<file path="src/rtl/wasm_bulk_mem.sv">
// Bulk-memory sequencer for memory.fill / memory.copy: full bounds check first, then one byte per cycle.
// Codes: TRAP_NONE=0, TRAP_OUT_OF_BOUNDS=2, MEM_LOAD_I8_U=2, MEM_STORE_I8=7 (4-bit trap_t / mem_op_t).
module wasm_bulk_mem #(
   parameter int unsigned PAGE_BYTES = 65536
) (
   input  logic        clk,
   input  logic        rst,
   input  logic        start,
   input  logic        op,
   input  logic [31:0] dst,
   input  logic [31:0] src,
   input  logic [7:0]  val,
   input  logic [31:0] len,
   input  logic [31:0] current_pages,
   output logic        busy,
   output logic        done,
   output logic [3:0]  trap_o,
   output logic        mem_rd_en,
   output logic [31:0] mem_rd_addr,
   output logic [3:0]  mem_rd_op,
   input  logic [63:0] mem_rd_data,
   output logic        mem_wr_en,
   output logic [31:0] mem_wr_addr,
   output logic [3:0]  mem_wr_op,
   output logic [63:0] mem_wr_data,
   input  logic [3:0]  mem_trap
);

   localparam logic [3:0] TRAP_NONE          = 4'd0;
   localparam logic [3:0] TRAP_OUT_OF_BOUNDS = 4'd2;
   localparam logic [3:0] MEM_LOAD_I8_U      = 4'd2;
   localparam logic [3:0] MEM_STORE_I8       = 4'd7;

   typedef enum logic [2:0] {
      S_IDLE,
      S_CHECK,
      S_FILL,
      S_COPY_FWD,
      S_COPY_BWD,
      S_DONE
   } state_t;

   state_t      state_q, state_d;
   logic        op_q, op_d;
   logic [31:0] wptr_q, wptr_d;
   logic [31:0] rptr_q, rptr_d;
   logic [31:0] rem_q, rem_d;
   logic [7:0]  val_q, val_d;
   logic [3:0]  trap_q, trap_d;

   logic [32:0] limit;
   logic [32:0] dend;
   logic [32:0] send;
   logic        oob;
   logic        in_fill;
   logic        in_copy;
   logic        unused_rd_hi;

   // Upper read-data lanes are irrelevant for byte transfers.
   assign unused_rd_hi = ^mem_rd_data[63:8];

   assign limit = 33'(current_pages) * 33'(PAGE_BYTES);
   assign dend  = {1'b0, wptr_q} + {1'b0, rem_q};
   assign send  = {1'b0, rptr_q} + {1'b0, rem_q};
   assign oob   = (dend > limit) || (op_q && (send > limit));

   assign in_fill = (state_q == S_FILL);
   assign in_copy = (state_q == S_COPY_FWD) || (state_q == S_COPY_BWD);

   always_ff @(posedge clk) begin
      if (rst) begin
         state_q <= S_IDLE;
         op_q    <= 1'b0;
         wptr_q  <= 32'd0;
         rptr_q  <= 32'd0;
         rem_q   <= 32'd0;
         val_q   <= 8'd0;
         trap_q  <= TRAP_NONE;
      end else begin
         state_q <= state_d;
         op_q    <= op_d;
         wptr_q  <= wptr_d;
         rptr_q  <= rptr_d;
         rem_q   <= rem_d;
         val_q   <= val_d;
         trap_q  <= trap_d;
      end
   end

   always_comb begin
      state_d = state_q;
      op_d    = op_q;
      wptr_d  = wptr_q;
      rptr_d  = rptr_q;
      rem_d   = rem_q;
      val_d   = val_q;
      trap_d  = trap_q;
      case (state_q)
         S_IDLE: begin
            if (start) begin
               op_d    = op;
               wptr_d  = dst;
               rptr_d  = src;
               rem_d   = len;
               val_d   = val;
               trap_d  = TRAP_NONE;
               state_d = S_CHECK;
            end
         end
         S_CHECK: begin
            if (oob) begin
               trap_d  = TRAP_OUT_OF_BOUNDS;
               state_d = S_DONE;
            end else if (rem_q == 32'd0) begin
               state_d = S_DONE;
            end else if (!op_q) begin
               state_d = S_FILL;
            end else if (wptr_q > rptr_q) begin
               // Descending order keeps overlapping copies with dst > src correct.
               wptr_d  = wptr_q + rem_q - 32'd1;
               rptr_d  = rptr_q + rem_q - 32'd1;
               state_d = S_COPY_BWD;
            end else begin
               state_d = S_COPY_FWD;
            end
         end
         S_FILL, S_COPY_FWD, S_COPY_BWD: begin
            if (mem_trap != TRAP_NONE) begin
               trap_d  = mem_trap;
               state_d = S_DONE;
            end else begin
               rem_d = rem_q - 32'd1;
               if (state_q == S_COPY_BWD) begin
                  wptr_d = wptr_q - 32'd1;
                  rptr_d = rptr_q - 32'd1;
               end else begin
                  wptr_d = wptr_q + 32'd1;
                  rptr_d = rptr_q + 32'd1;
               end
               if (rem_q == 32'd1) begin
                  state_d = S_DONE;
               end
            end
         end
         S_DONE: begin
            state_d = S_IDLE;
         end
         default: begin
            state_d = S_IDLE;
         end
      endcase
   end

   // Enables are masked by rst so an aborting edge commits nothing.
   always_comb begin
      busy        = (state_q != S_IDLE);
      done        = (state_q == S_DONE);
      trap_o      = trap_q;
      mem_rd_op   = MEM_LOAD_I8_U;
      mem_wr_op   = MEM_STORE_I8;
      mem_rd_en   = 1'b0;
      mem_rd_addr = 32'd0;
      mem_wr_en   = 1'b0;
      mem_wr_addr = 32'd0;
      mem_wr_data = 64'd0;
      if (in_fill) begin
         mem_wr_en   = !rst;
         mem_wr_addr = wptr_q;
         mem_wr_data = {56'd0, val_q};
      end else if (in_copy) begin
         mem_rd_en   = !rst;
         mem_rd_addr = rptr_q;
         mem_wr_en   = !rst;
         mem_wr_addr = wptr_q;
         mem_wr_data = {56'd0, mem_rd_data[7:0]};
      end
   end

endmodule

</file>
<file path="config.mk">
export PLATFORM = sky130hd
export DESIGN_NAME = wasm_bulk_mem
export DESIGN_NICKNAME = d
export VERILOG_FILES = /design/src/rtl/wasm_bulk_mem.sv
export SDC_FILE = /design/constraint.sdc
export NUM_CORES = 1
export LEC_CHECK = 0
export BUFFER_PORTS_ARGS = -buffer_cell sky130_fd_sc_hd__buf_4
export CORE_ASPECT_RATIO = 0.9
export CORE_MARGIN = 2
export CORE_UTILIZATION = 40
export CTS_CLUSTER_DIAMETER = 40
export DETAILED_ROUTE_END_ITERATION = 12
export SLEW_MARGIN = 25
export SYNTH_ARGS = -nofsm -noshare
export SYNTH_HDL_FRONTEND = slang
export SYNTH_SLANG_ARGS = --single-unit
</file>
<file path="constraint.sdc">
create_clock -name clk -period 6.33 [get_ports clk]
set_clock_uncertainty 0.1 [all_clocks]
set_input_delay 1.266 -clock clk [delete_from_list [all_inputs] [get_ports clk]]
set_output_delay 1.266 -clock clk [all_outputs]
set_load 0.005 [all_outputs]
</file>
==> flow_metrics.tcl, run 1 <==
set metrics [dict create \
    grt_pass1_wl_um 108000 \
    synth.area.top_cells "ha_1 21%, dfxtp_1 12%, a21oi_1 6.1%, inv_1 5.3%, xnor2_1 4.9%" \
    wl_per_cell_um 20.8 \
    first_global_vias 19100 \
    area_delta_synth_final_pct 24.0 \
    rrSetupSlack_ns 0.22 \
    avgSynthCellArea_sq_um 7.31 \
    switching_power_mw 8.65 \
    place_inst 3479 \
    min_path_type "reg -> reg" \
    drtIter0Drc 1692 \
    cts_buffers 9 \
    clkSinkCount 112 \
    antenna_found_initial 0 \
    core_sq_um 45600 \
    post-route-util 0.504 \
    worstSkewPairLatency_ns 0.40 \
    met2_usage 0.445 \
    start_util 0.406 \
    die_w_um 231 \
    ctsHoldBuffers 0 \
    outcome "finished, final reports clean" \
    drv_cap 0 \
    ys_ff_latch 112 \
    worstReg2RegEnd "rptr_q[24]$_SDFFE_PP0P_" \
    min-delay-start "val_q[1]$_SDFFE_PP0P_" \
    holdPathStages 2 \
    grt_busiest_layer "met2" \
    worstPathRequired_ns 6.45 \
    clk_path_buf_depth 2 \
    cts.htree.levels 3 \
    fin_ws_ns 0.222 \
    peakVddDrop_mv 0.295 \
    fp.dieH_um 208 \
    final_cells 3510 \
    synth.top_cell.area_share 0.212 \
    routabilityCongestion 0.916 \
    crit_fanout 5 \
    yosys.area.top_type "ha_1" \
    p_int_mw 6.99 \
    via_per_inst 5.78 \
    final_hold_viol_count 0 \
    port_buffers 216 \
    drtPass1Iterations 6 \
    hold_ws_ns 0.362 \
    io-pin-count 352 \
    min_to "val_q[1]$_SDFFE_PP0P_" \
    synth_edf_count 0 \
    min_period_ns 6.11 \
    worstRegToRegCells 26 \
    post-place-ws_ns -0.280 \
    syn_inst 2530 \
    ys_warn_count 0 \
    tightest_slew_ns 1.11 \
    tritoncts "yes" \
    path_clk_slew_ns 0.09 \
    grt_util_met1 0.418 \
    synth_area_sq_um 18500 \
    fin_crit_sh 0.965 \
    p_clk_frac 0.044 \
    seqPwrFrac 0.084 \
    wl_um 73100 \
    synth_cell_types 86 \
    drc_errors 0 \
    root_buffer "clkbuf_16" \
    diodes 0 \
    p_leak_nw 11.0 \
    worstSetupPathType "reg -> reg" \
    grt-ovfl-total 0 \
    drive_gt1_frac 0.203 \
    combPwrFrac 0.872 \
    dieArea_sq_um 48000 \
    end_kind "flop" \
    timing.rr.start "wptr_q[0]$_SDFFE_PP0P_" \
    setup_viol 0 \
    switching_share 0.553 \
    grt.met3_usage 0.0348 \
    synth_flop_cell "dfxtp_1" \
    synth-seq-area-share 0.121 \
    nets 3425 \
    synth-async-reset-ratio 0 \
    max_freq_mhz 164 \
    via_count 20300 \
    critical_path_arrival_ns 6.23 \
    power_mw 15.6 \
    grt_max_degree 82 \
    row_count 74 \
    slew_headroom 0.257 \
    dp_hpwl_um 58600 \
    ant_nets 0 \
    powerDensity_nw_per_um2 682 \
    gr-usage-all-layers 0.288 \
    slew_viol_final 0 \
    start_kind "flop" \
]
==> layer usage <==
metal / routed length (um) / vias to the layer above / part of all wire
met5: 0 / - / 0
met4: 1880 / 0 / 0.026
met3: 5780 / 87 / 0.079
met2: 31600 / 811 / 0.43
met1: 33900 / 9554 / 0.46
li1: - / 9852 / -
==> worst max-delay path: stages, from the launching register on <==
cell       delay, ns
dfxtp_2         0.34
ha_2            0.19
fa_2            0.34
a211o_1         0.35
a21oi_4         0.21
o41ai_4         0.09
o2111ai_2       0.32
a311oi_4        0.17
a41o_1          0.24
a21o_1          0.20
a21oi_2         0.15
xnor2_1         0.09
ha_1            0.34
nand4b_1        0.15
or4_4           0.47
a2111oi_4       0.31
nand4_1         0.12
and4b_1         0.29
nand4_1         0.12
nor3_2          0.22
buf_4           0.16
o211a_4         0.22
nor2_4          0.11
buf_8           0.18
buf_12          0.14
a221oi_4        0.22
a221oi_2        0.09
==> logic make-up after synthesis <==
kind of cell / Yosys count / share of synthesized area
buffers and inverters: 418 / 0.100
XOR/XNOR: 139 / 0.0658
flip-flops: 112 / 0.121
multiplexers: 7 / 0.00385
adder cells (fa/ha/maj): 320 / 0.219
AND/OR/NAND/NOR: 647 / 0.168
AO/OA/AOI/OAI: 885 / 0.321
other: 2 / 0.000406
==> cells in the final DEF, fill, tap and decap left out, types with 83 or more instances in the layout <==
cell type	n
a21o_1	83
a21oi_1	219
buf_4	438
dfxtp_1	106
ha_1	310
inv_1	259
nand2_1	154
nor2_1	203
o21ai_0	162
xnor2_1	103
==> per-stage QoR <==
step / TNS [ns] / area [sq um]
detailed placement: -10.47 / 22000
global placement: -3.33 / 22000
CTS: 0 / 22400
finish: 0 / 22900
global route: -0.350 / 22900
floorplan: 0 / 18700
==> power groups by stage <==
stage	clock network, mW	registers, mW	logic [mW]
3_5_place_dp	0	1.30	12.7
2_1_floorplan	0	1.25	8.87
4_1_cts	0.696	1.29	12.8
3_3_place_gp	0	1.30	12.5
5_1_grt	0.716	1.34	14.9
6_report	0.685	1.31	13.6
==> worst max path at each step <==
| stage | startpoint | to | slack [ns] |
|---|---|---|---|
| 3_5_place_dp | wptr_q[0]$_SDFFE_PP0P_ | wptr_q[20]$_SDFFE_PP0P_ | -0.28 |
| 4_1_cts | wptr_q[0]$_SDFFE_PP0P_ | wptr_q[20]$_SDFFE_PP0P_ | 0.005 |
| 5_1_grt | rem_q[0]$_SDFFE_PP0P_ | rptr_q[24]$_SDFFE_PP0P_ | -0.04 |
| 3_3_place_gp | wptr_q[0]$_SDFFE_PP0P_ | state_q[0]$_SDFFE_PP0P_ | -0.17 |
| 2_1_floorplan | rem_q[5]$_SDFFE_PP0P_ | rptr_q[30]$_SDFFE_PP0P_ | 0.76 |
| 6_report | wptr_q[0]$_SDFFE_PP0P_ | rptr_q[24]$_SDFFE_PP0P_ | 0.22 |
==> timing repair <==
item                       4_1_cts  5_1_grt
setup buffers                    1       11
pin swaps                        5       38
gates cloned                     0        4
gates resized for setup         11       76
setup endpoints to repair       71       71
==> registers in the layout, summed over array words and instances, names as in the netlist <==
signal and count:
op_q 1, rem_q 32, rptr_q 32, state_q 3, trap_o 4, val_q 8, wptr_q 32
==> cells in the mapped netlist, drive strengths merged, types with 17 or more instances <==
master	n
a21o	83
a31oi	24
nor3	50
nor2	210
nand3	49
o21ai	169
o21bai	18
inv	261
o211ai	20
and3	19
clkbuf	71
a21oi	227
nor4	17
nand2	158
buf	86
dfxtp	112
nand2b	32
nor2b	25
xnor2	103
a22oi	37
a221oi	37
nand4	31
xor2	36
o21a	29
a211oi	89
ha	314
==> area by class of cell <==
type                       count  area (sq um)
clock inverter                 5          78.8
clock buffer                  11           243
tap                          608           761
multi-input combinational   2063         15100
sequential                   112          2250
timing repair buffer         450          3530
inverter                     261           980
fill                        4575         22600
Note: power is estimated with default switching activity, not from simulation.
==> inputs of run 2 (changes only) <==
==> constraint.sdc (replaced) <==
create_clock -name clk -period 6.14 [get_ports clk]
set_clock_uncertainty 0.1 [all_clocks]
set_input_delay 1.228 -clock clk [delete_from_list [all_inputs] [get_ports clk]]
set_output_delay 1.228 -clock clk [all_outputs]
set_load 0.005 [all_outputs]
==> flow_metrics.tcl, run 2 (synthesis gave the netlist of run 1 again) <==
set metrics [dict create \
    outcome "complete, but fails checks" \
    drv_cap 0 \
    tightest_slew_ns 1.08 \
    wl_per_cell_um 20.9 \
    switching_power_mw 9.09 \
    fp.dieH_um 208 \
    clkSinkCount 112 \
    violations "negative setup slack" \
    start_kind "flop" \
    grt_max_degree 79 \
    row_count 74 \
    port_buffers 216 \
    start_util 0.406 \
    timing.rr.start "rptr_q[9]$_SDFFE_PP0P_" \
    wl_um 73700 \
    slew_viol_final 0 \
    met2_usage 0.440 \
    dieArea_sq_um 48000 \
    combPwrFrac 0.878 \
    worstSetupPathType "reg -> reg" \
    die_w_um 231 \
    drtPass1Iterations 6 \
    crit_start "rptr_q[9]$_SDFFE_PP0P_" \
    grt.met3_usage 0.0385 \
    end_kind "flop" \
    root_buffer "clkbuf_16" \
    switching_share 0.556 \
    min-delay-start "val_q[6]$_SDFFE_PP0P_" \
    crit_path_top_delay_cell "a311o_1" \
    grt_pass1_wl_um 109000 \
    ant_nets 0 \
    via_count 20500 \
    final_hold_viol_count 0 \
    crit_fanout 7 \
    diodes 0 \
    via_per_inst 5.82 \
    fin_crit_sh 1.00 \
    min_path_type "reg -> reg" \
    slowest_delay_ns 0.39 \
    area_delta_synth_final_pct 25.7 \
    reg_top3 "rem_q x32, rptr_q x32, wptr_q x32" \
    tritoncts "yes" \
    grt_busiest_layer "met2" \
    core_sq_um 45600 \
    layout_commonest_cell "buf_4" \
    worstPathRequired_ns 6.31 \
    multi_input_area_sq_um 15300 \
    drtIter0Drc 1534 \
    gr-usage-all-layers 0.291 \
    cts.htree.levels 3 \
    grt_util_met1 0.420 \
    min_period_ns 6.17 \
    place_area_sq_um 22100 \
    finalInstanceArea_sq_um 23300 \
    nets 3443 \
    io-pin-count 352 \
    cts_buffers 9 \
    grt-ovfl-total 0 \
    fill_cells 4492 \
    final-seq-area_sq_um 2250 \
    critical_path.most_common_cell "nand4_1" \
    path_clk_slew_ns 0.09 \
    drive_gt1_frac 0.218 \
    clk_path_buf_depth 2 \
    worstSkewPairLatency_ns 0.40 \
    dp_hpwl_um 58300 \
    p_clk_frac 0.041 \
    powerDensity_nw_per_um2 704 \
    max_freq_mhz 162 \
    fin_ws_ns -0.0282 \
    antenna_found_initial 0 \
    setup_viol 5 \
    critical_path_arrival_ns 6.34 \
    final_cell_mix "451 x buf_4, 307 x ha_1, 258 x inv_1, 216 x a21oi_1, 198 x nor2_1" \
    p_leak_nw 11.2 \
    first_global_vias 19100 \
    fin_tns_setup_ns -0.0894 \
    peakVddDrop_mv 0.400 \
    seqPwrFrac 0.082 \
    routabilityCongestion 0.973 \
    drc_errors 0 \
    slew_headroom 0.280 \
    rsz0062_at_grt "true" \
    p_int_mw 7.28 \
]
run 2: area by class of cell:
cell class                 count  share of cell area
timing repair buffer         468               0.158
clock inverter                 5             0.00248
tap                          608              0.0327
sequential                   112              0.0969
inverter                     261              0.0421
clock buffer                  11              0.0100
multi-input combinational   2063               0.658
run 2: worst paths after layout:
kind	endpoint	slack (ns)	cells past startpoint
max	wptr_q[3]$_SDFFE_PP0P_	-0.03	29
min	val_q[6]$_SDFFE_PP0P_	0.37	2
min reg2reg	val_q[6]$_SDFFE_PP0P_	0.37	2
max reg2reg	wptr_q[3]$_SDFFE_PP0P_	-0.03	29
run 2: power by group through the flow:
stage | combinational (mW) | clock, mW | sequential (mW)
floorplan | 9.14 | 0 | 1.29
global placement | 12.9 | 0 | 1.32
detailed placement | 13.2 | 0 | 1.33
CTS | 13.3 | 0.674 | 1.31
global route | 15.7 | 0.694 | 1.37
finish | 14.4 | 0.666 | 1.34
run 2: per-stage QoR:
step | util | hold WS [ns] | cells | total power [mW] | setup slack [ns]
floorplan | - | 0.337 | 2592 | 10.4 | 0.571
global placement | 0.485 | 0.345 | 3491 | 14.3 | -0.401
detailed placement | 0.485 | 0.353 | 3491 | 14.5 | -0.345
CTS | 0.493 | 0.365 | 3507 | 15.3 | 0.0151
global route | 0.510 | 0.389 | 3528 | 17.8 | -0.203
finish | 0.510 | 0.365 | 3528 | 16.4 | -0.0282
run 2: repair_timing:
action                     CTS  global route
pin swaps                    6            54
cloned                       0             5
gates resized for setup     23           110
buffers inserted             0            15
hold buffers                 0             0
setup endpoints to repair   71            71
run 2: routing by layer:
layer,wire (um),vias to the layer above
met4,2340,0
met5,0,-
met2,31500,810
met3,5470,107
met1,34400,9720
li1,-,9897
run 2: worst max-delay path, delay by kind of cell, from the launching register on:
kind	cells	cell delay, ns
AO/OA/AOI/OAI	9	2.22
XOR/XNOR	1	0.11
adder cells (fa/ha/maj)	2	0.63
flip-flops	1	0.37
buffers and inverters	6	0.87
AND/OR/NAND/NOR	11	1.73
==> inputs of run 3 (changes only) <==
--- a/config.mk
+++ b/config.mk
@@ -11,6 +11,7 @@
 export CORE_UTILIZATION = 40
 export CTS_CLUSTER_DIAMETER = 40
 export DETAILED_ROUTE_END_ITERATION = 12
+export SKIP_CTS_REPAIR_TIMING = 1
 export SLEW_MARGIN = 25
 export SYNTH_ARGS = -nofsm -noshare
 export SYNTH_HDL_FRONTEND = slang
==> flow_metrics.tcl, run 3 (synthesis gave the netlist of run 1 again) <==
set metrics [dict create \
    routabilityCongestion 0.973 \
    area_delta_synth_final_pct 25.8 \
    grt_pass1_wl_um 109000 \
    grt-ovfl-total 0 \
    drv_cap 0 \
    min-delay-start "val_q[4]$_SDFFE_PP0P_" \
    min_path_type "reg -> reg" \
    worstPathRequired_ns 6.27 \
    peakVddDrop_mv 0.398 \
    fill_cells 4485 \
    worstSetupPathType "reg -> reg" \
    switching_share 0.554 \
    antenna_found_initial 0 \
    start_kind "flop" \
    cts.htree.levels 3 \
    drtIter0Drc 1508 \
    ant_nets 0 \
    p_int_mw 7.30 \
    gr-usage-all-layers 0.290 \
    path_clk_slew_ns 0.09 \
    p_leak_nw 11.2 \
    port_buffers 216 \
    nets 3449 \
    final_cells 3534 \
    min_period_ns 6.07 \
    critical_path.most_common_cell "nand4_1" \
    first_global_vias 19100 \
    drc_errors 0 \
    diodes 0 \
    p_clk_frac 0.041 \
    combPwrFrac 0.878 \
    max_freq_mhz 165 \
    slowest_delay_ns 0.40 \
    wl_um 73400 \
    timing.rr.start "rptr_q[9]$_SDFFE_PP0P_" \
    drtPass1Iterations 6 \
    row_count 74 \
    clkSinkCount 112 \
    power_mw 16.3 \
    crit_fanout 7 \
    end_kind "flop" \
    crit_path_top_delay_cell "dfxtp_1" \
    drive_gt1_frac 0.217 \
    slew_headroom 0.285 \
    fin_crit_sh 0.988 \
    holdPathStages 2 \
    layout_commonest_cell "buf_4" \
    powerDensity_nw_per_um2 702 \
    cts_buffers 9 \
    setup_viol 0 \
    switching_power_mw 9.05 \
    die_w_um 231 \
    dp_hpwl_um 58300 \
    start_util 0.406 \
    root_buffer "clkbuf_16" \
    clk_path_buf_depth 2 \
    dieArea_sq_um 48000 \
    via_count 20500 \
    rrSetupSlack_ns 0.07 \
    worstRegToRegCells 29 \
    reg_top3 "rem_q x32, rptr_q x32, wptr_q x32" \
    outcome "finished, final reports clean" \
    min_to "val_q[4]$_SDFFE_PP0P_" \
    grt_max_degree 79 \
    final_hold_viol_count 0 \
    via_per_inst 5.81 \
    critical_path_arrival_ns 6.20 \
    tightest_slew_ns 1.07 \
    fp.dieH_um 208 \
    fin_tns_setup_ns 0 \
    seqPwrFrac 0.082 \
    core_sq_um 45600 \
    final_cell_mix "459 x buf_4, 303 x ha_1, 257 x inv_1, 215 x a21oi_1, 202 x nor2_1" \
    worstSkewPairLatency_ns 0.40 \
    worstReg2RegEnd "wptr_q[28]$_SDFFE_PP0P_" \
    place_inst 3491 \
    io-pin-count 352 \
    wl_per_cell_um 20.8 \
    tritoncts "yes" \
    slew_viol_final 0 \
]
[run 3: cell types whose count changed in the layout (fill, tap and decap cells not counted), moves of 2 or more]
cell      before  now
a211oi_1      63   67
ha_4           6    9
o21ai_2        4    2
o21ai_0      159  162
a211oi_2      24   20
nor2_1       198  202
nor2_2         8    4
ha_1         307  303
buf_6          7    5
buf_4        451  459
[run 3: worst max-delay path: cells and delay by family, from the launching register on]
family	cells	cell delay (ns)
compound gates	9	2.15
xor+xnor	1	0.11
fa+ha+maj	2	0.63
buf+inv	6	0.91
flops	1	0.40
simple gates	11	1.60
[run 3: through the flow]
stage | area (sq um) | utilization | hold slack, ns | setup WS, ns
global placement | 22100 | 0.485 | 0.345 | -0.401
detailed placement | 22100 | 0.485 | 0.353 | -0.345
floorplan | 18700 | - | 0.337 | 0.571
finish | 23300 | 0.511 | 0.364 | 0.0716
CTS | 22400 | 0.491 | 0.365 | -0.385
global route | 23300 | 0.511 | 0.389 | -0.175
[run 3: power groups by stage]
stage          combinational (mW)  sequential [mW]  clock, mW
5_1_grt                      15.7             1.36      0.695
4_1_cts                      13.3             1.31      0.674
2_1_floorplan                9.14             1.29          0
3_3_place_gp                 12.9             1.32          0
6_report                     14.3             1.34      0.665
3_5_place_dp                 13.2             1.33          0
[run 3: area by class of cell]
| class | instances | area, sq um | area share |
|---|---|---|---|
| inverter | 261 | 980 | 0.0421 |
| clock buffer | 11 | 233 | 0.0100 |
| multi-input combinational | 2063 | 15300 | 0.656 |
| clock inverter | 5 | 57.6 | 0.00247 |
| tap | 608 | 761 | 0.0327 |
| timing repair buffer | 474 | 3720 | 0.160 |
| sequential | 112 | 2250 | 0.0969 |
[run 3: metal layers]
metal / wire length, um / part of all wire / up-vias / track usage
met5: 0 / 0 / - / 0
li1: - / - / 9903 / -
met1: 34100 / 0.46 / 9664 / 0.420
met4: 2270 / 0.031 / 0 / 0.0961
met2: 31300 / 0.43 / 859 / 0.440
met3: 5760 / 0.078 / 111 / 0.0388
[run 3: worst max path at each step]
stage	slack [ns]	cells after the start	from	end
after floorplan	0.57	26	rem_q[5]$_SDFFE_PP0P_	rptr_q[30]$_SDFFE_PP0P_
after global placement	-0.40	25	wptr_q[0]$_SDFFE_PP0P_	state_q[0]$_SDFFE_PP0P_
after detailed placement	-0.34	26	wptr_q[0]$_SDFFE_PP0P_	rptr_q[4]$_SDFFE_PP0P_
after CTS	-0.38	26	wptr_q[0]$_SDFFE_PP0P_	rptr_q[4]$_SDFFE_PP0P_
after global routing	-0.17	29	rem_q[3]$_SDFFE_PP0P_	wptr_q[28]$_SDFFE_PP0P_
final	0.07	29	rptr_q[9]$_SDFFE_PP0P_	wptr_q[28]$_SDFFE_PP0P_
